[config.mk]
export PLATFORM = sky130hd
export DESIGN_NAME = serdes_tx
export DESIGN_NICKNAME = d
export VERILOG_FILES = /design/src/rtl/serdes_tx.sv
export SDC_FILE = /design/constraint.sdc
export NUM_CORES = 1
export LEC_CHECK = 0
export CAP_MARGIN = 20
export CORE_MARGIN = 1.5
export CORE_UTILIZATION = 50
export DETAILED_ROUTE_END_ITERATION = 8
export GPL_TIMING_DRIVEN = 0
export PLACE_DENSITY = 0.71
export SYNTH_ARGS = -nofsm -noshare
export SYNTH_HDL_FRONTEND = slang
export SYNTH_SLANG_ARGS = --single-unit
[constraint.sdc]
create_clock -name clk -period 3.52 [get_ports clk]
set_input_delay 0.528 -clock clk [delete_from_list [all_inputs] [get_ports clk]]
set_output_delay 0.528 -clock clk [all_outputs]
set_load 0.02 [all_outputs]
[src/rtl/serdes_tx.sv]
// Byte-to-serial transmitter: FIFO-buffered words shifted out LSB first, zero-gap between words.
// Latency: bit 0 one cycle after acceptance into an idle block; ready drops only when the FIFO is full.
module serdes_tx #(
    parameter int   DATA_W     = 8,
    parameter int   FIFO_DEPTH = 2,
    parameter logic IDLE_LEVEL = 1'b0
) (
    input  logic                          clk,
    input  logic                          rst_n,
    input  logic                          ena,
    input  logic [DATA_W-1:0]             tx_data,
    input  logic                          tx_valid,
    output logic                          tx_ready,
    output logic                          ser_out,
    output logic                          frame_start,
    output logic                          busy,
    output logic [$clog2(FIFO_DEPTH):0]   fifo_level
);

    localparam int AW = $clog2(FIFO_DEPTH);
    localparam int CW = (DATA_W > 1) ? $clog2(DATA_W) : 1;

    typedef enum logic {IDLE, SHIFT} state_t;

    state_t            state;
    logic [DATA_W-1:0] mem [FIFO_DEPTH];
    logic [AW:0]       wr_ptr;
    logic [AW:0]       rd_ptr;
    logic [DATA_W-1:0] shreg;
    logic [CW-1:0]     bit_cnt;
    logic [DATA_W-1:0] head;
    logic              empty;
    logic              full;
    logic              last_bit;
    logic              push;
    logic              pop;

    assign fifo_level = wr_ptr - rd_ptr;
    assign empty      = (wr_ptr == rd_ptr);
    assign full       = (wr_ptr[AW] != rd_ptr[AW]) && (wr_ptr[AW-1:0] == rd_ptr[AW-1:0]);
    assign head       = mem[rd_ptr[AW-1:0]];
    assign last_bit   = (bit_cnt == CW'(DATA_W - 1));

    // Ready depends on registered fullness only, so a same-edge pop never frees a slot early.
    assign tx_ready = rst_n && ena && !full;
    assign push     = tx_valid && tx_ready;
    assign pop      = ena && !empty && ((state == IDLE) || ((state == SHIFT) && last_bit));
    assign busy     = (state == SHIFT) || !empty;

    always_ff @(posedge clk) begin
        if (push) begin
            mem[wr_ptr[AW-1:0]] <= tx_data;
        end
    end

    always_ff @(posedge clk or negedge rst_n) begin
        if (!rst_n) begin
            state       <= IDLE;
            wr_ptr      <= '0;
            rd_ptr      <= '0;
            shreg       <= '0;
            bit_cnt     <= '0;
            ser_out     <= IDLE_LEVEL;
            frame_start <= 1'b0;
        end else if (ena) begin
            if (push) begin
                wr_ptr <= wr_ptr + 1'b1;
            end
            if (pop) begin
                // Bit 0 goes straight to the output; the shifter keeps the remaining bits.
                rd_ptr      <= rd_ptr + 1'b1;
                shreg       <= head >> 1;
                ser_out     <= head[0];
                frame_start <= 1'b1;
                bit_cnt     <= '0;
                state       <= SHIFT;
            end else if ((state == SHIFT) && !last_bit) begin
                shreg       <= shreg >> 1;
                ser_out     <= shreg[0];
                frame_start <= 1'b0;
                bit_cnt     <= bit_cnt + 1'b1;
            end else begin
                state       <= IDLE;
                ser_out     <= IDLE_LEVEL;
                frame_start <= 1'b0;
                bit_cnt     <= '0;
            end
        end
    end

endmodule

==> results by group <==
Global routing
  • Pin count of the biggest net entering global routing: 21
  • Number of global-route vias before repair: 1054
  • Number of antenna violations at the first check in global routing: 0
  • Combined global-route utilization of all metal layers: 19.5%
  • First-pass GRT wire length: 4.71 mm
  • GR Overflow Total: 0

Floorplan
  • Die H: 57.7 um
  • DIE WIDTH: 57.7 um
  • Core area: 0.00281 sq mm
  • Std-Cell Rows: 19
  • # IOs: 18
  • Effective utilization at floorplan: 53.3%
  • Die Outline Area: 0.00333 sq mm

Yosys
  • Yosys warnings: 0
  • Number of nets in the synthesized netlist: 131
  • Number of distinct library cell variants in the gate-level netlist after synthesis: 33
  • Average cell area after synthesis: 12.9 sq um
  • Netlist area before placement: 0.00150 sq mm
  • Register area share after synthesis: 60.6%
  • Instance count of the mapped netlist: 116
  • Flip-flop and latch count after synthesis: 33

STA
  • Hold_ws: 0.506 ns
  • Slew at the pin with the worst max-slew slack: 0.847 ns
  • Setup-failing EPs final: 0
  • Relative max-transition margin: 43.4%
  • Final setup slack of the worst path: 0.567 ns
  • TNS Setup: 0 ns
  • Final Hold Violating Endpoints: 0
  • Maximum clock frequency: 339 MHz
  • Final slew viol count: 0
  • Time the final worst path needs with I/O delays and setup: 2.95 ns
  • Tcrit/Tclk final: 83.9%
  • RSZ-0062 raised after global routing: no
  • Worst-case clock skew: 0.00378 ns

Clock tree
  • Maximum clock path buffer count: 2
  • Clock Sinks: 33
  • Reg clk slew, reported paths: 0.10 ns
  • Total of hold buffers inserted after clock tree synthesis: 0
  • H-tree Lvls: 2
  • Post-CTS setup-driven buffer insertion count: 0
  • Clk Latency, worst-skew pair: 0.34 ns
  • Post-cts repair resize count: 0
  • Clock Tree Root: sky130_fd_sc_hd__clkbuf_4
  • Cts bufs inserted: 5
  • CTS tree: built

Status
  • Run status: complete, but fails checks
  • Failing checks: DRC

Flow run
  • Reported max-cap violation count: 0

Worst setup path
  • Type of origin of the critical path: flip-flop
  • Kind of critical path: flip-flop to primary output
  • Launch point of the critical path: wr_ptr[0]
  • Worst-path maximum fanout: 10
  • CP peak stage delay: 0.54 ns
  • Crit path cell chain: inv_1 -> ha_1 -> inv_2 -> buf_2 -> or3_1 -> clkdlybuf4s50_1
  • Endpoint arrival time on the critical path: 2.43 ns
  • Critical path data required time: 2.99 ns
  • Number of buffers and inverters on the critical path: 4
  • Worst R2R Start: wr_ptr[0]
  • Register-to-register setup slack: 1.64 ns
  • Reg-to-reg critical path endpoint: mem[0][3]
  • Worst R2R Path Depth: 4
  • Endpoint class of the critical path: primary output
  • Slowest cell on the critical path: sky130_fd_sc_hd__clkdlybuf4s50_1
  • Kind of cell adding the most delay to the critical path: buffers and inverters

Pwr
  • Cell-internal power: 0.924 mW
  • Clock network fraction of total power: 18.5%
  • Total power density per cell area: 836 mW/mm^2
  • Portion of total power attributed to combinational logic: 43.3%
  • Switching power share of the total: 37.5%
  • Leakage power figure: 0.681 nW
  • Total net switching power: 0.556 mW
  • Relative contribution of sequential cells to total power: 38.2%
  • Maximum VDD drop: 0.403 mV

Placement
  • Half-perimeter wire length after detailed placement: 1.90 mm
  • Port Buffer Count: 16
  • Global placement routability congestion: 0.778
  • DP Worst Slack: 0.522 ns

Detailed routing
  • Initial DRC Count: 23
  • Pre-antenna DRT Iters: 6
  • WL per Instance: 16.6 um
  • Via-per-instance ratio: 5.85
  • Antenna-violating nets left: 0
  • Vias: 1001
  • Total routed wirelength: 2.84 mm
  • Residual DRC: 2

Cells and area
  • Total Nets Final: 154
  • Util after Layout: 63.1%
  • P&R area growth vs syn: 18.3%
  • Antenna diode instance count: 0
  • Proportion of layout cells with a drive suffix above 1: 17.1%

Min path
  • Hold Crit Class: flip-flop to flip-flop
  • Min-Delay Path Depth: 1
  • Min-Delay Endpoint: bit_cnt[2]
  • Worst Hold Launch: bit_cnt[2]
==> flip-flops by register name, indices dropped and copies added (netlist names) <==
| signal | cells |
|---|---|
| mem | 16 |
| shreg | 7 |
| bit_cnt | 3 |
| rd_ptr | 2 |
| wr_ptr | 2 |
| frame_start | 1 |
| ser_out | 1 |
| state | 1 |
==> routing by layer <==
layer | global-route usage (%) | wire [um]
met5 | 0 | 0
met4 | 8.64 | 55
met3 | 7.37 | 135
met2 | 29.9 | 1410
met1 | 24.8 | 1240
==> cell families (layout without fill, tap and decap cells) <==
| group | Yosys count | after routing | share of synthesized area (%) |
|---|---|---|---|
| adders and majority gates | 3 | 3 | 2.51 |
| buffers and inverters | 19 | 43 | 5.61 |
| DFF | 33 | 33 | 60.6 |
| xor gates and xnor gates | 6 | 6 | 3.51 |
| AOI/OAI and AO/OA | 26 | 26 | 15.0 |
| and+or+nand+nor | 20 | 20 | 6.11 |
| muxes | 9 | 9 | 6.69 |
==> area by class of cell <==
type / instances / area [sq um]
fill: 227 / 1040
sequential: 33 / 906
tap: 31 / 38.8
multi-input combinational: 64 / 505
timing repair buffer: 16 / 160
inverter: 11 / 41.3
buffer: 8 / 42.5
clock inverter: 2 / 33.8
clock buffer: 6 / 41.3
==> cell usage in the layout, fill, tap and decap left out, types with 2 or more instances in the layout <==
| master | count |
|---|---|
| sky130_fd_sc_hd__edfxtp_1 | 16 |
| sky130_fd_sc_hd__buf_4 | 2 |
| sky130_fd_sc_hd__or3_1 | 2 |
| sky130_fd_sc_hd__ha_1 | 3 |
| sky130_fd_sc_hd__o2111ai_1 | 6 |
| sky130_fd_sc_hd__dfrtp_1 | 17 |
| sky130_fd_sc_hd__o2bb2ai_1 | 2 |
| sky130_fd_sc_hd__inv_1 | 10 |
| sky130_fd_sc_hd__o21ai_0 | 2 |
| sky130_fd_sc_hd__nand2_1 | 12 |
| sky130_fd_sc_hd__and2_1 | 2 |
| sky130_fd_sc_hd__clkbuf_4 | 5 |
| sky130_fd_sc_hd__xnor2_1 | 5 |
| sky130_fd_sc_hd__buf_2 | 4 |
| sky130_fd_sc_hd__clkdlybuf4s50_1 | 16 |
| sky130_fd_sc_hd__o221ai_1 | 6 |
| sky130_fd_sc_hd__mux2_2 | 8 |
| sky130_fd_sc_hd__clkbuf_1 | 3 |
==> power groups by stage <==
stage / combinational [mW] / sequential (mW) / clock, mW
2_1_floorplan: 0.434 / 0.568 / 0
3_3_place_gp: 0.617 / 0.568 / 0
3_5_place_dp: 0.636 / 0.574 / 0
4_1_cts: 0.641 / 0.566 / 0.276
5_1_grt: 0.698 / 0.575 / 0.290
6_report: 0.640 / 0.566 / 0.273
==> stage by stage <==
| stage | instance area, sq um | cells | total power, mW |
|---|---|---|---|
| finish | 1770 | 171 | 1.48 |
| global route | 1770 | 171 | 1.56 |
| CTS | 1770 | 171 | 1.48 |
| detailed placement | 1690 | 163 | 1.21 |
| global placement | 1690 | 163 | 1.19 |
| floorplan | 1500 | 116 | 1.00 |
==> how the worst max path moves through the flow <==
| stage | endpoint | cells after the start |
|---|---|---|
| after global routing | tx_ready | 4 |
| after detailed placement | tx_ready | 4 |
| after global placement | tx_ready | 4 |
| after CTS | tx_ready | 4 |
| after floorplan | busy | 5 |
| final | busy | 6 |
==> Yosys cell counts <==
cell type | number | area, sq um
sky130_fd_sc_hd__a21oi_1 | 1 | 5.00
sky130_fd_sc_hd__a21oi_2 | 1 | 8.76
sky130_fd_sc_hd__a22o_1 | 1 | 8.76
sky130_fd_sc_hd__a31oi_2 | 1 | 12.5
sky130_fd_sc_hd__and2_1 | 2 | 12.5
sky130_fd_sc_hd__buf_2 | 4 | 20.0
sky130_fd_sc_hd__buf_4 | 2 | 15.0
sky130_fd_sc_hd__clkbuf_1 | 2 | 7.51
sky130_fd_sc_hd__dfrtp_1 | 17 | 425
sky130_fd_sc_hd__edfxtp_1 | 16 | 480
sky130_fd_sc_hd__ha_1 | 3 | 37.5
sky130_fd_sc_hd__inv_1 | 10 | 37.5
sky130_fd_sc_hd__inv_2 | 1 | 3.75
sky130_fd_sc_hd__mux2_2 | 8 | 90.1
sky130_fd_sc_hd__mux2i_1 | 1 | 10.0
sky130_fd_sc_hd__nand2_1 | 12 | 45.0
sky130_fd_sc_hd__nand2b_1 | 1 | 6.26
sky130_fd_sc_hd__nand3_1 | 1 | 5.00
sky130_fd_sc_hd__nand4_1 | 1 | 6.26
sky130_fd_sc_hd__nor2_1 | 1 | 3.75
sky130_fd_sc_hd__o2111ai_1 | 6 | 52.6
sky130_fd_sc_hd__o2111ai_2 | 1 | 15.0
sky130_fd_sc_hd__o211a_1 | 1 | 10.0
sky130_fd_sc_hd__o211ai_1 | 1 | 7.51
sky130_fd_sc_hd__o21ai_0 | 2 | 10.0
sky130_fd_sc_hd__o221ai_1 | 6 | 52.6
sky130_fd_sc_hd__o22a_1 | 1 | 8.76
sky130_fd_sc_hd__o22ai_1 | 1 | 6.26
sky130_fd_sc_hd__o2bb2ai_1 | 2 | 17.5
sky130_fd_sc_hd__o311ai_0 | 1 | 8.76
sky130_fd_sc_hd__or3_1 | 2 | 12.5
sky130_fd_sc_hd__xnor2_1 | 5 | 43.8
sky130_fd_sc_hd__xor2_1 | 1 | 8.76
(Power assumes the default switching activity.)
